$ cat config.mk
export PLATFORM = sky130hd
export DESIGN_NAME = fetch_unit
export DESIGN_NICKNAME = d
export VERILOG_FILES = /design/src/rtl/isa_pkg.sv /design/src/rtl/fetch_next_pc.sv /design/src/rtl/fetch_unit.sv
export SDC_FILE = /design/constraint.sdc
export NUM_CORES = 1
export LEC_CHECK = 0
export CORE_UTILIZATION = 47
export DETAILED_ROUTE_END_ITERATION = 7
export PLACE_DENSITY = 0.87
export RECOVER_POWER = 100
export SYNTH_ARGS = -nofsm -noshare
export SYNTH_HDL_FRONTEND = slang
export SYNTH_SLANG_ARGS = --single-unit
$ cat constraint.sdc
create_clock -name clk -period 2.5 [get_ports clk]
set_input_delay 0.25 -clock clk [delete_from_list [all_inputs] [get_ports clk]]
set_output_delay 0.25 -clock clk [all_outputs]
set_load 0.02 [all_outputs]
$ cat src/rtl/isa_pkg.sv
// isa_pkg
//   Shared ISA definitions for the fetch stage and the control unit:
//   opcode and function-code constants, the canonical NOP encoding and
//   the fetch-stage next-state selection enum.
package isa_pkg;

  // Primary opcodes (instr[31:26])
  localparam logic [5:0] OP_RTYPE = 6'h3;
  localparam logic [5:0] OP_J     = 6'h2;
  localparam logic [5:0] OP_JAL   = 6'h7;
  localparam logic [5:0] OP_BEQ   = 6'h4;
  localparam logic [5:0] OP_BNE   = 6'h5;

  // R-type function codes (instr[5:0])
  localparam logic [5:0] FUNC_JR  = 6'h8;

  // Encoding written into IF/ID when a bubble is inserted
  localparam logic [31:0] NOP_INSTR = 32'h0000_0000;

  // Which next-state case the fetch stage takes in a given cycle,
  // listed from highest to lowest priority.
  typedef enum logic [1:0] {
    ACT_REDIRECT = 2'd0,
    ACT_STALL    = 2'd1,
    ACT_JUMP     = 2'd2,
    ACT_SEQ      = 2'd3
  } fetch_act_e;

  // True for the jumps that are resolved early, in decode
  function automatic logic is_early_jump(input logic [5:0] op);
    return (op == OP_J) || (op == OP_JAL);
  endfunction

endpackage

$ cat src/rtl/fetch_next_pc.sv
// fetch_next_pc
//   Combinational priority mux for the fetch stage. Picks between an EX
//   redirect, a stall, an early J/JAL taken from IF/ID and plain sequential
//   fetch, and reports what the registers in fetch_unit should do.
//
// Ports
//   pc             in   current PC register
//   if_id_valid    in   IF/ID holds a real instruction
//   if_id_instr    in   instruction held in IF/ID
//   if_id_pc4      in   PC+4 of the IF/ID instruction
//   stall          in   hold PC and IF/ID
//   redirect_valid in   EX redirect request
//   redirect_pc    in   EX redirect target
//   next_pc        out  value to load into the PC register
//   if_id_load     out  IF/ID register updates this cycle
//   if_id_bubble   out  the IF/ID update is a bubble rather than a fetch
//   fetch_inc      out  increment the fetch counter
//   bubble_inc     out  increment the bubble counter
module fetch_next_pc
  import isa_pkg::*;
#(
  parameter int ADDR_W = 32
) (
  input  logic [ADDR_W-1:0] pc,
  input  logic              if_id_valid,
  input  logic [31:0]       if_id_instr,
  input  logic [ADDR_W-1:0] if_id_pc4,
  input  logic              stall,
  input  logic              redirect_valid,
  input  logic [ADDR_W-1:0] redirect_pc,
  output logic [ADDR_W-1:0] next_pc,
  output logic              if_id_load,
  output logic              if_id_bubble,
  output logic              fetch_inc,
  output logic              bubble_inc
);

  logic [ADDR_W-1:0] pc_plus4;
  logic [ADDR_W-1:0] jump_mask;
  logic [ADDR_W-1:0] jump_field;
  logic [ADDR_W-1:0] jump_target;
  logic              id_jump;
  fetch_act_e        act;

  assign pc_plus4 = pc + ADDR_W'(4);

  // Jump target keeps the upper PC+4 bits above bit 27 and replaces the
  // low 28 bits with the word index; the mask form works for any ADDR_W.
  assign jump_mask   = ADDR_W'(28'hFFF_FFFF);
  assign jump_field  = ADDR_W'({if_id_instr[25:0], 2'b00});
  assign jump_target = (if_id_pc4 & ~jump_mask) | (jump_field & jump_mask);

  assign id_jump = if_id_valid && is_early_jump(if_id_instr[31:26]);

  // Redirect beats stall beats early jump; a stalled jump stays in IF/ID
  // and is picked up on the first unstalled cycle.
  always_comb begin
    act = ACT_SEQ;
    if (redirect_valid) begin
      act = ACT_REDIRECT;
    end else if (stall) begin
      act = ACT_STALL;
    end else if (id_jump) begin
      act = ACT_JUMP;
    end
  end

  always_comb begin
    next_pc      = pc;
    if_id_load   = 1'b0;
    if_id_bubble = 1'b0;
    fetch_inc    = 1'b0;
    bubble_inc   = 1'b0;
    unique case (act)
      ACT_REDIRECT: begin
        next_pc      = redirect_pc;
        if_id_load   = 1'b1;
        if_id_bubble = 1'b1;
        bubble_inc   = 1'b1;
      end
      ACT_STALL: begin
        next_pc = pc;
      end
      ACT_JUMP: begin
        next_pc      = jump_target;
        if_id_load   = 1'b1;
        if_id_bubble = 1'b1;
        bubble_inc   = 1'b1;
      end
      ACT_SEQ: begin
        next_pc    = pc_plus4;
        if_id_load = 1'b1;
        fetch_inc  = 1'b1;
      end
      default: begin
        next_pc = pc;
      end
    endcase
  end

endmodule

$ cat src/rtl/fetch_unit.sv
// fetch_unit
//   Instruction fetch stage plus IF/ID pipeline register. Holds the PC,
//   drives the instruction-memory address, captures the fetched word,
//   takes J/JAL early from IF/ID and applies EX redirects. Counts accepted
//   fetches and inserted bubbles.
//
// Ports
//   clk, rst       clock and synchronous active-high reset
//   imem_addr      out  current PC
//   imem_rdata     in   instruction at imem_addr (same-cycle read)
//   stall          in   hold PC and IF/ID
//   redirect_valid in   EX resolved a taken branch or jr
//   redirect_pc    in   target for the redirect
//   if_id_valid    out  IF/ID holds a real instruction
//   if_id_instr    out  IF/ID instruction (0 when invalid)
//   if_id_pc4      out  PC+4 of the IF/ID instruction (0 when invalid)
//   opcode, func   out  decode fields of if_id_instr
//   fetch_count    out  instructions accepted into IF/ID
//   bubble_count   out  cycles IF/ID was loaded with a bubble
module fetch_unit
  import isa_pkg::*;
#(
  parameter int                ADDR_W   = 32,
  parameter logic [ADDR_W-1:0] RESET_PC = ADDR_W'(32'h0000_0000),
  parameter int                CNT_W    = 32
) (
  input  logic              clk,
  input  logic              rst,
  output logic [ADDR_W-1:0] imem_addr,
  input  logic [31:0]       imem_rdata,
  input  logic              stall,
  input  logic              redirect_valid,
  input  logic [ADDR_W-1:0] redirect_pc,
  output logic              if_id_valid,
  output logic [31:0]       if_id_instr,
  output logic [ADDR_W-1:0] if_id_pc4,
  output logic [5:0]        opcode,
  output logic [5:0]        func,
  output logic [CNT_W-1:0]  fetch_count,
  output logic [CNT_W-1:0]  bubble_count
);

  logic [ADDR_W-1:0] pc;
  logic [ADDR_W-1:0] next_pc;
  logic              if_id_load;
  logic              if_id_bubble;
  logic              fetch_inc;
  logic              bubble_inc;

  fetch_next_pc #(
    .ADDR_W(ADDR_W)
  ) u_next_pc (
    .pc             (pc),
    .if_id_valid    (if_id_valid),
    .if_id_instr    (if_id_instr),
    .if_id_pc4      (if_id_pc4),
    .stall          (stall),
    .redirect_valid (redirect_valid),
    .redirect_pc    (redirect_pc),
    .next_pc        (next_pc),
    .if_id_load     (if_id_load),
    .if_id_bubble   (if_id_bubble),
    .fetch_inc      (fetch_inc),
    .bubble_inc     (bubble_inc)
  );

  assign imem_addr = pc;
  assign opcode    = if_id_instr[31:26];
  assign func      = if_id_instr[5:0];

  // A fetch records PC+4 from the PC the word was read at, which is the
  // same value next_pc takes in the sequential case.
  always_ff @(posedge clk) begin
    if (rst) begin
      pc           <= RESET_PC;
      if_id_valid  <= 1'b0;
      if_id_instr  <= NOP_INSTR;
      if_id_pc4    <= '0;
      fetch_count  <= '0;
      bubble_count <= '0;
    end else begin
      pc <= next_pc;
      if (if_id_load) begin
        if (if_id_bubble) begin
          if_id_valid <= 1'b0;
          if_id_instr <= NOP_INSTR;
          if_id_pc4   <= '0;
        end else begin
          if_id_valid <= 1'b1;
          if_id_instr <= imem_rdata;
          if_id_pc4   <= next_pc;
        end
      end
      if (fetch_inc) begin
        fetch_count <= fetch_count + CNT_W'(1);
      end
      if (bubble_inc) begin
        bubble_count <= bubble_count + CNT_W'(1);
      end
    end
  end

endmodule

After elaboration in Yosys (flattened, before gate mapping)
Index checks and enable logic that the tools add are counted.
{"block": "classes", "eq_ne": 5, "mux": 10, "bitwise_logic": 1, "reduce_logical": 5, "n_addsub": 3}
{"op": "32-bit one-hot mux with 4 select lines", "count": 1}
{"op": "32-bit by 1-bit adder with 32-bit output, second input constant", "count": 2}
{"op": "32-bit two-way mux", "count": 2}
{"op": "32-bit by 3-bit adder with 32-bit output, second input constant", "count": 1}
{"op": "32-bit by 28-bit bitwise OR with 32-bit output", "count": 1}
{"op": "6-bit by 2-bit equality test with 1-bit output, second input constant", "count": 1}
{"op": "6-bit by 3-bit equality test with 1-bit output, second input constant", "count": 1}
{"op": "1-bit two-way mux", "count": 5}
{"op": "2-bit equality test, second input constant", "count": 2}
{"op": "2-bit two-way mux", "count": 2}
{"op": "3-bit OR reduction", "count": 1}
{"op": "2-bit by 1-bit equality test with 1-bit output, second input constant", "count": 1}
{"op": "2-bit zero test", "count": 1}
{"op": "2-bit OR reduction", "count": 1}
{"op": "1-bit logical AND", "count": 1}
{"op": "1-bit logical OR", "count": 1}
{"block": "word_totals", "ff_bits": 161, "wordCells": 30, "input_bits": 68}

Longest topological paths before layout
Gate-level depths: netlist of run 1.
{"block": "logic_depth", "ltp_word": 10, "depth_mapped": 8, "ltp_nobuf": 6}

Hierarchy
From an unflattened synthesis of run 1, not the netlist that was laid out.
{"block": "hier_totals", "cells_unflattened": 944, "hier_area_um2": 7768.7}
{"mod": "fetch_unit", "n_inst": 1, "area_each_um2": 6216.0, "cells_each": 700, "seq_area_each_um2": 3223.1}
{"mod": "fetch_next_pc", "n_inst": 1, "area_each_um2": 1552.7, "cells_each": 244, "seq_area_each_um2": 0.0}

Least setup slack after synthesis of run 1
No wires, ideal clock.
{"block": "synth_timing", "kind": "register to register", "start": "register fetch_count[8]", "end": "register fetch_count[30]", "slack_ps": 261, "arrival_time_ps": 2168, "path_stages_with_launch": 8, "n_path_buf": 2, "path_cell_list": "dfxtp_1 > and4_1 > buf_2 > nand3_1 > or4_1 > buf_2 > or4_1 > a21oi_1"}
{"block": "synth_via", "elab_chain_cells": 1}
{"item": "from (decl)", "line_no": "fetch_unit.sv:39", "text": "output logic [CNT_W-1:0] fetch_count,"}
{"item": "from (signal assigned)", "line_no": "fetch_unit.sv:95", "text": "fetch_count <= fetch_count + CNT_W'(1);"}
{"item": "32-bit by 1-bit adder with 32-bit output", "line_no": "fetch_unit.sv:95"}
No other way between the ends.
A chain may end at the register's enable or synchronous reset.

Worst setup path in the final report of run 1
{"block": "layout_timing", "start": "register if_id_instr[29]", "end": "register if_id_pc4[2]"}
{"block": "layout_via", "elab_chain_cells": 10}
{"item": "from (decl)", "line_no": "fetch_unit.sv:35", "text": "output logic [31:0] if_id_instr,"}
{"item": "from (signal assigned)", "line_no": "fetch_unit.sv:90", "text": "if_id_instr <= imem_rdata;"}
{"item": "6-bit by 2-bit equality test with 1-bit output or 6-bit by 3-bit equality test with 1-bit output (tied branches)", "line_no": "isa_pkg.sv:31", "text": "return (op == OP_J) || (op == OP_JAL);"}
{"item": "1-bit logical OR *", "line_no": "isa_pkg.sv:31"}
{"item": "1-bit logical AND *", "line_no": "fetch_next_pc.sv:53", "text": "assign id_jump = if_id_valid && is_early_jump(if_id_instr[31:26]);"}
{"item": "1-bit two-way mux *", "line_no": "fetch_next_pc.sv:63", "text": "end else if (id_jump) begin"}
{"item": "2-bit two-way mux *", "line_no": "fetch_next_pc.sv:61", "text": "end else if (stall) begin"}
{"item": "2-bit two-way mux *", "line_no": "fetch_next_pc.sv:59", "text": "if (redirect_valid) begin"}
{"item": "2-bit equality test or 2-bit zero test (tied branches)", "line_no": "fetch_next_pc.sv:74", "text": "unique case (act)"}
{"item": "2-bit OR reduction (no source line)"}
{"item": "1-bit two-way mux", "line_no": "fetch_next_pc.sv:74"}
{"item": "32-bit two-way mux", "line_no": "fetch_unit.sv:84", "text": "if (if_id_bubble) begin"}
{"item": "to (signal assigned)", "line_no": "fetch_unit.sv:91", "text": "if_id_pc4 <= next_pc;"}
{"item": "to (decl)", "line_no": "fetch_unit.sv:36", "text": "output logic [ADDR_W-1:0] if_id_pc4,"}
Every way passes the cells marked *; elsewhere a longest branch is shown, timed or not.

==> results of run 1 <==
==> per-layer routing <==
metal  up-vias  GRT usage [%]  wire [um]
li1       3645              -          -
met1      3752           35.8       9730
met2       418           48.1      11300
met3        67           8.01       2140
met4         0           13.1        913
met5         -              0          0
==> cell usage in the layout, fill, tap and decap left out, drive strengths merged, types with 6 or more instances in the layout <==
cell type / count
a21o: 8
a21oi: 51
a221oi: 19
a22o: 38
and2: 10
and3: 12
and4: 11
buf: 34
clkbuf: 30
clkdlybuf4s50: 64
clkinv: 6
dfxtp: 161
dlygate4sd3: 173
inv: 12
nand2: 78
nand3: 34
nand4: 27
nor2: 64
nor3: 24
nor4: 27
o21a: 11
o21ai: 56
o22ai: 6
o31ai: 7
or3: 17
xnor2: 38
xor2: 18
==> registers in the layout, summed over array words and instances, names as in the netlist <==
name and count:
bubble_count 32, fetch_count 32, if_id_instr 32, if_id_pc4 32
imem_addr 32, if_id_valid 1
==> timing repair <==
| action | in CTS | in global routing |
|---|---|---|
| setup endpoints to repair | 0 | 6 |
| hold buffers | 0 | 0 |
| resized for setup | 0 | 2 |
==> stage by stage <==
| step | setup WS (ns) | power (mW) | hold WS [ns] | instance area, sq um | std cells |
|---|---|---|---|---|---|
| detailed placement | 0.147 | 3.49 | 0.438 | 10200 | 1289 |
| finish | 0.125 | 6.09 | 0.307 | 10700 | 1321 |
| floorplan | 0.261 | 3.12 | 0.376 | 7460 | 870 |
| global placement | 0.193 | 3.48 | 0.436 | 10200 | 1289 |
| CTS | 0.152 | 6.14 | 0.291 | 10800 | 1320 |
| global route | 0.0242 | 6.27 | 0.310 | 10700 | 1321 |
==> cells by family after synthesis <==
group / after synthesis / synth area share, %
AOI/OAI and AO/OA: 229 / 21.0
xor gates and xnor gates: 56 / 6.67
adders and majority gates: 3 / 0.503
buffers and inverters: 85 / 4.98
DFF: 161 / 43.2
muxes: 4 / 0.553
and+or+nand+nor: 332 / 23.1
==> report_power, final <==
group          internal, mW  leakage, nW  switching (mW)
clock network          1.64        0.295            1.04
registers              2.64         1.31          0.0962
logic                 0.311         2.64           0.364
==> Yosys cell counts (all sizes together) (2+ instances only) <==
| master | instances | area [sq um] |
|---|---|---|
| nand4bb | 2 | 22.5 |
| and2 | 10 | 62.6 |
| a21o | 8 | 60.1 |
| nand2 | 78 | 293 |
| o22ai | 6 | 37.5 |
| nor3b | 4 | 30.0 |
| dfxtp | 161 | 3220 |
| or4 | 5 | 37.5 |
| and3 | 12 | 75.1 |
| nor4b | 3 | 26.3 |
| xnor2 | 38 | 333 |
| nand3 | 34 | 170 |
| or2 | 4 | 25.0 |
| o31a | 4 | 35.0 |
| a22o | 38 | 333 |
| nor2 | 63 | 236 |
| a221o | 5 | 50.1 |
| o21a | 11 | 82.6 |
| nand4 | 27 | 169 |
| ha | 3 | 37.5 |
| a31oi | 3 | 18.8 |
| nand3b | 5 | 37.5 |
| mux2i | 3 | 30.0 |
| nor4 | 27 | 169 |
| inv | 12 | 45.0 |
| xor2 | 18 | 165 |
| a31o | 2 | 17.5 |
| nor3 | 24 | 120 |
| a21oi | 51 | 255 |
| and4 | 11 | 96.3 |
| o31ai | 7 | 57.6 |
| a311oi | 3 | 26.3 |
| a21boi | 3 | 22.5 |
| o21ai | 56 | 280 |
| a221oi | 19 | 166 |
| o211a | 4 | 40.0 |
| or3 | 17 | 106 |
| nand2b | 2 | 12.5 |
| buf | 19 | 124 |
| clkbuf | 53 | 199 |
==> layout make-up <==
cell class | count | area share, %
Multi-Input combinational cell | 625 | 36.4
Sequential cell | 161 | 30.0
Timing Repair Buffer | 280 | 25.0
Clock buffer | 21 | 4.38
Tap cell | 211 | 2.46
Clock inverter | 10 | 1.25
Inverter | 13 | 0.455
==> critical path, stage by stage (launching register included) <==
cell and delay (ns):
sky130_fd_sc_hd__dfxtp_1 0.31, sky130_fd_sc_hd__or4b_1 0.64, sky130_fd_sc_hd__o31ai_4 0.37, sky130_fd_sc_hd__buf_4 0.37, sky130_fd_sc_hd__nor2_2 0.29, sky130_fd_sc_hd__a22o_1 0.28
==> path summary, 6_finish.rpt <==
path / slack [ns] / start / cells past startpoint / to
max: 0.12 / if_id_instr[29] / 5 / if_id_pc4[2]
min: 0.31 / rst / 2 / imem_addr[5]
max reg2reg: 0.12 / if_id_instr[29] / 5 / if_id_pc4[2]
min reg2reg: 0.44 / if_id_pc4[22] / 2 / if_id_pc4[22]
==> flow_metrics.tcl, run 1 <==
set metrics [dict create \
    drc 0 \
    timing.final.max_slew_violations 0 \
    max_cap_violations 0 \
    achievable-frequency_mhz 421 \
    cts-root-to-sink-buffers 2 \
    timing.critical_path.from_type "flop" \
    setup_viol 0 \
    cts.root.buffer_cell "sky130_fd_sc_hd__clkbuf_16" \
    post_synth.cell_area_avg_sq_um 8.58 \
    antenna_cells_inserted 0 \
    boundaryPins 241 \
    place.detailed.hpwl_mm 16.6 \
    async_reset_ff_share_pct 0 \
    dr.first_iter.drc_count 670 \
    crit_path_max_fanout 23 \
    min-delay-path-class "in -> reg" \
    number_of_i_o_port_buffers 240 \
    power.ir.vdd_worst_mv 0.512 \
    grt_antenna_before_repair 0 \
    placement_rows 45 \
    dieWidth_um 128 \
    synth_cell_types 59 \
    drive_above_1_share_pct 7.48 \
    power.static_leakage_nw 4.25 \
    nNetsFinal 1169 \
    fill_cells 1219 \
    pin_count_of_the_biggest_net_entering_global_routing 62 \
    outcome "finished clean" \
    period_needed_ns 2.38 \
    path_clk_slew_ns 0.06 \
    total_iterations_of_the_first_detailed_routing_run 5 \
    number_of_enable_flip_flop_cells_after_synthesis 0 \
    crit_required_ns 2.81 \
    tritoncts.num_buffers 17 \
    synth_nets 941 \
    total_standard_cell_area_after_synthesis_sq_um 7460 \
    first_global_vias 7332 \
    seq_area_sq_um 3220 \
    period_share_pct 95.0 \
    area.growth.synth_to_final_pct 43.8 \
    timing.max_slew.rel_slack_pct 23.6 \
    insertion_delay_ns 0.42 \
    worstSetupEndpointType "flop" \
    clock_skew_after_layout_ns 0.00807 \
    postSynthCellCount 870 \
    postSynth.topFlopCell "sky130_fd_sc_hd__dfxtp_1" \
    final_antenna_net_count 0 \
    overflow_after_grt 0 \
    cts_setup_buffers 0 \
    setup_tns_ns 0 \
    cts.sink_count 161 \
    htree_levels 4 \
    multi_input_comb_area_sq_um 3910 \
    criticalPathCategory "reg -> reg" \
    synth-seq-area-share_pct 43.2 \
    timing.critical_path.arrival_ns 2.69 \
    global_router_s_overall_resource_usage_pct 29.3 \
    ys_ff_latch 161 \
    floorplan.initialDensity_pct 48.5 \
    post_drt_wl_per_cell_um 18.3 \
    grt_setup_unrepaired "false" \
    drt_wl_total_mm 24.1 \
    design.core.area_sq_um 15400 \
    detailroute.via_count 7882 \
    final_core_utilization_pct 69.8 \
    power.density_nw_per_um2 567 \
    die-height_um 128 \
    yosysWarningCount 0 \
    gpl.final_weighted_congestion 0.859 \
    detail_route.vias_per_cell 5.97 \
    max_slew.worst_pin.slew_ns 1.15 \
    grt_pass1_wl_mm 37.6 \
    hold_violations 0 \
    design.die.area_sq_um 16400 \
    tritoncts "built" \
]
Note: power is estimated with default switching activity, not from simulation.
==> run 2, diff against run 1 <==
CORE_MARGIN = 3   (was default)
CTS_CLUSTER_DIAMETER = 100   (was default)
==> run 2 against run 1 <==
Global-route usage decreased by 2.0 points; die area increased by 6.3%; sequential power about the same; clock power increased by 8.6%; fmax decreased by 0.47%; final cell count decreased by 0.30%; count of clock-buffer cells in the layout decreased by 1; final area increased by 0.42%; hold slack improved by 0.065 ns; register-to-register slack about the same; setup slack got worse by 0.011 ns.
==> flow_metrics.tcl, run 2 (synthesis gave the netlist of run 1 again) <==
set metrics [dict create \
    clock_skew_after_layout_ns 0.0118 \
    number_of_i_o_port_buffers 240 \
    dr.first_iter.drc_count 718 \
    tritoncts.num_buffers 17 \
    power_frac_seq_pct 43.3 \
    detail_route.vias_per_cell 5.95 \
    power.ir.vdd_worst_mv 0.528 \
    grt_pass1_wl_mm 39.2 \
    power_switching_mw 1.54 \
    outcome "finished clean" \
    placement_rows 45 \
    boundaryPins 241 \
    design.core.area_sq_um 15400 \
    post_drt_wl_per_cell_um 18.7 \
    power.internal_mw 4.78 \
    setup_viol 0 \
    final-instance-count-excl-fill 1317 \
    final_antenna_net_count 0 \
    hold_violations 0 \
    crit_required_ns 2.85 \
    antenna_cells_inserted 0 \
    insertion_delay_ns 0.43 \
    floorplan.initialDensity_pct 48.5 \
    max_cap_violations 0 \
    placed_cell_count 1284 \
    crit_path_max_fanout 9 \
    comb_power_share_pct 10.6 \
    first_global_vias 7435 \
    drt_wl_total_mm 24.6 \
    timing.final.max_slew_violations 0 \
    cts.sink_count 161 \
    cts_setup_buffers 0 \
    htree_levels 4 \
    nNetsFinal 1164 \
    overflow_after_grt 0 \
    netSwitchingFraction_pct 24.4 \
    place.detailed.hpwl_mm 17.2 \
    worstSetupEndpointType "flop" \
    achievable-frequency_mhz 419 \
    tritoncts "built" \
    design.die.area_sq_um 17400 \
    total_iterations_of_the_first_detailed_routing_run 8 \
    cts.root.buffer_cell "sky130_fd_sc_hd__clkbuf_16" \
    drive_above_1_share_pct 7.59 \
    postCtsHoldBufs 0 \
    cts-root-to-sink-buffers 2 \
    clock_power_share_pct 46.1 \
    power.static_leakage_nw 4.26 \
    final_core_utilization_pct 70.1 \
    regToRegSetupSlack_ns 0.11 \
    timing.max_slew.rel_slack_pct 25.1 \
    drc 0 \
    area.growth.synth_to_final_pct 44.4 \
    layout.cells.most_common "sky130_fd_sc_hd__dlygate4sd3_1" \
    timing.critical_path.arrival_ns 2.73 \
    finalPower_mw 6.32 \
    max_slew.worst_pin.slew_ns 1.12 \
    detailroute.via_count 7839 \
    pin_count_of_the_biggest_net_entering_global_routing 55 \
    setup_tns_ns 0 \
    die-height_um 132 \
    gpl.final_weighted_congestion 0.864 \
    most-common-layout-cells "sky130_fd_sc_hd__dlygate4sd3_1 (173), sky130_fd_sc_hd__dfxtp_1 (161), sky130_fd_sc_hd__nand2_1 (78), sky130_fd_sc_hd__clkdlybuf4s50_1 (64), sky130_fd_sc_hd__nor2_1 (61)" \
    criticalPathCategory "reg -> reg" \
    grt_antenna_before_repair 0 \
    min-delay-path-class "in -> reg" \
    period_needed_ns 2.39 \
    timing.critical_path.from_type "flop" \
    period_share_pct 95.5 \
    global_router_s_overall_resource_usage_pct 27.3 \
    path_clk_slew_ns 0.06 \
    dieWidth_um 132 \
    power.density_nw_per_um2 586 \
    grt_setup_unrepaired "false" \
]
[run 2: worst paths after layout]
| kind | depth (start not counted) | endpoint | start |
|---|---|---|---|
| setup / recovery | 6 | bubble_count[27] | if_id_instr[29] |
| hold / removal | 4 | if_id_pc4[22] | rst |
| setup reg to reg | 6 | bubble_count[27] | if_id_instr[29] |
| hold reg to reg | 1 | if_id_pc4[11] | if_id_pc4[11] |
[run 2: critical path, stage by stage, from the launching register on]
cell and delay [ns]:
sky130_fd_sc_hd__dfxtp_1 0.31, sky130_fd_sc_hd__buf_4 0.15, sky130_fd_sc_hd__nor4b_1 0.47, sky130_fd_sc_hd__a31oi_2 0.26, sky130_fd_sc_hd__nand4bb_1 0.47, sky130_fd_sc_hd__or3_1 0.45
sky130_fd_sc_hd__a21oi_1 0.18
[run 2: final cells by class]
type                       instances  area, sq um
sequential                       161         3220
tap                              211          264
timing repair buffer             275         2650
inverter                          13         48.8
fill                            1169         4590
clock inverter                    12          206
clock buffer                      20          457
multi-input combinational        625         3930
[run 2: per-stage QoR]
stage          hold slack (ns)  setup WS [ns]  area, sq um
2_1_floorplan            0.376          0.261         7460
3_3_place_gp             0.433          0.154        10100
3_5_place_dp             0.439         0.0248        10100
4_1_cts                  0.359          0.155        10800
5_1_grt                  0.397         0.0196        10800
6_report                 0.372          0.114        10800
[run 2: timing repair]
item / in CTS / in global routing
resized for setup: 1 / 1
gates cloned: 0 / 1
setup endpoints to repair: 1 / 3
pin swaps: 0 / 2
[run 2: power by group through the flow]
stage               Sequential [mW]  Clock [mW]  Combinational [mW]
detailed placement             2.79           0               0.692
global route                   2.75        3.04               0.718
floorplan                      2.86           0               0.260
CTS                            2.74        2.93               0.698
finish                         2.74        2.91               0.672
global placement               2.79           0               0.684
[run 2: layer usage]
| layer | share of wire [%] | GRT usage [%] | vias to the layer above | routed length, um |
|---|---|---|---|---|
| met3 | 9.4 | 7.98 | 55 | 2300 |
| li1 | - | - | 3655 | - |
| met1 | 40 | 34.2 | 3713 | 9890 |
| met5 | 0 | 0 | - | 0 |
| met2 | 48 | 45.1 | 416 | 11800 |
| met4 | 2.7 | 8.98 | 0 | 664 |
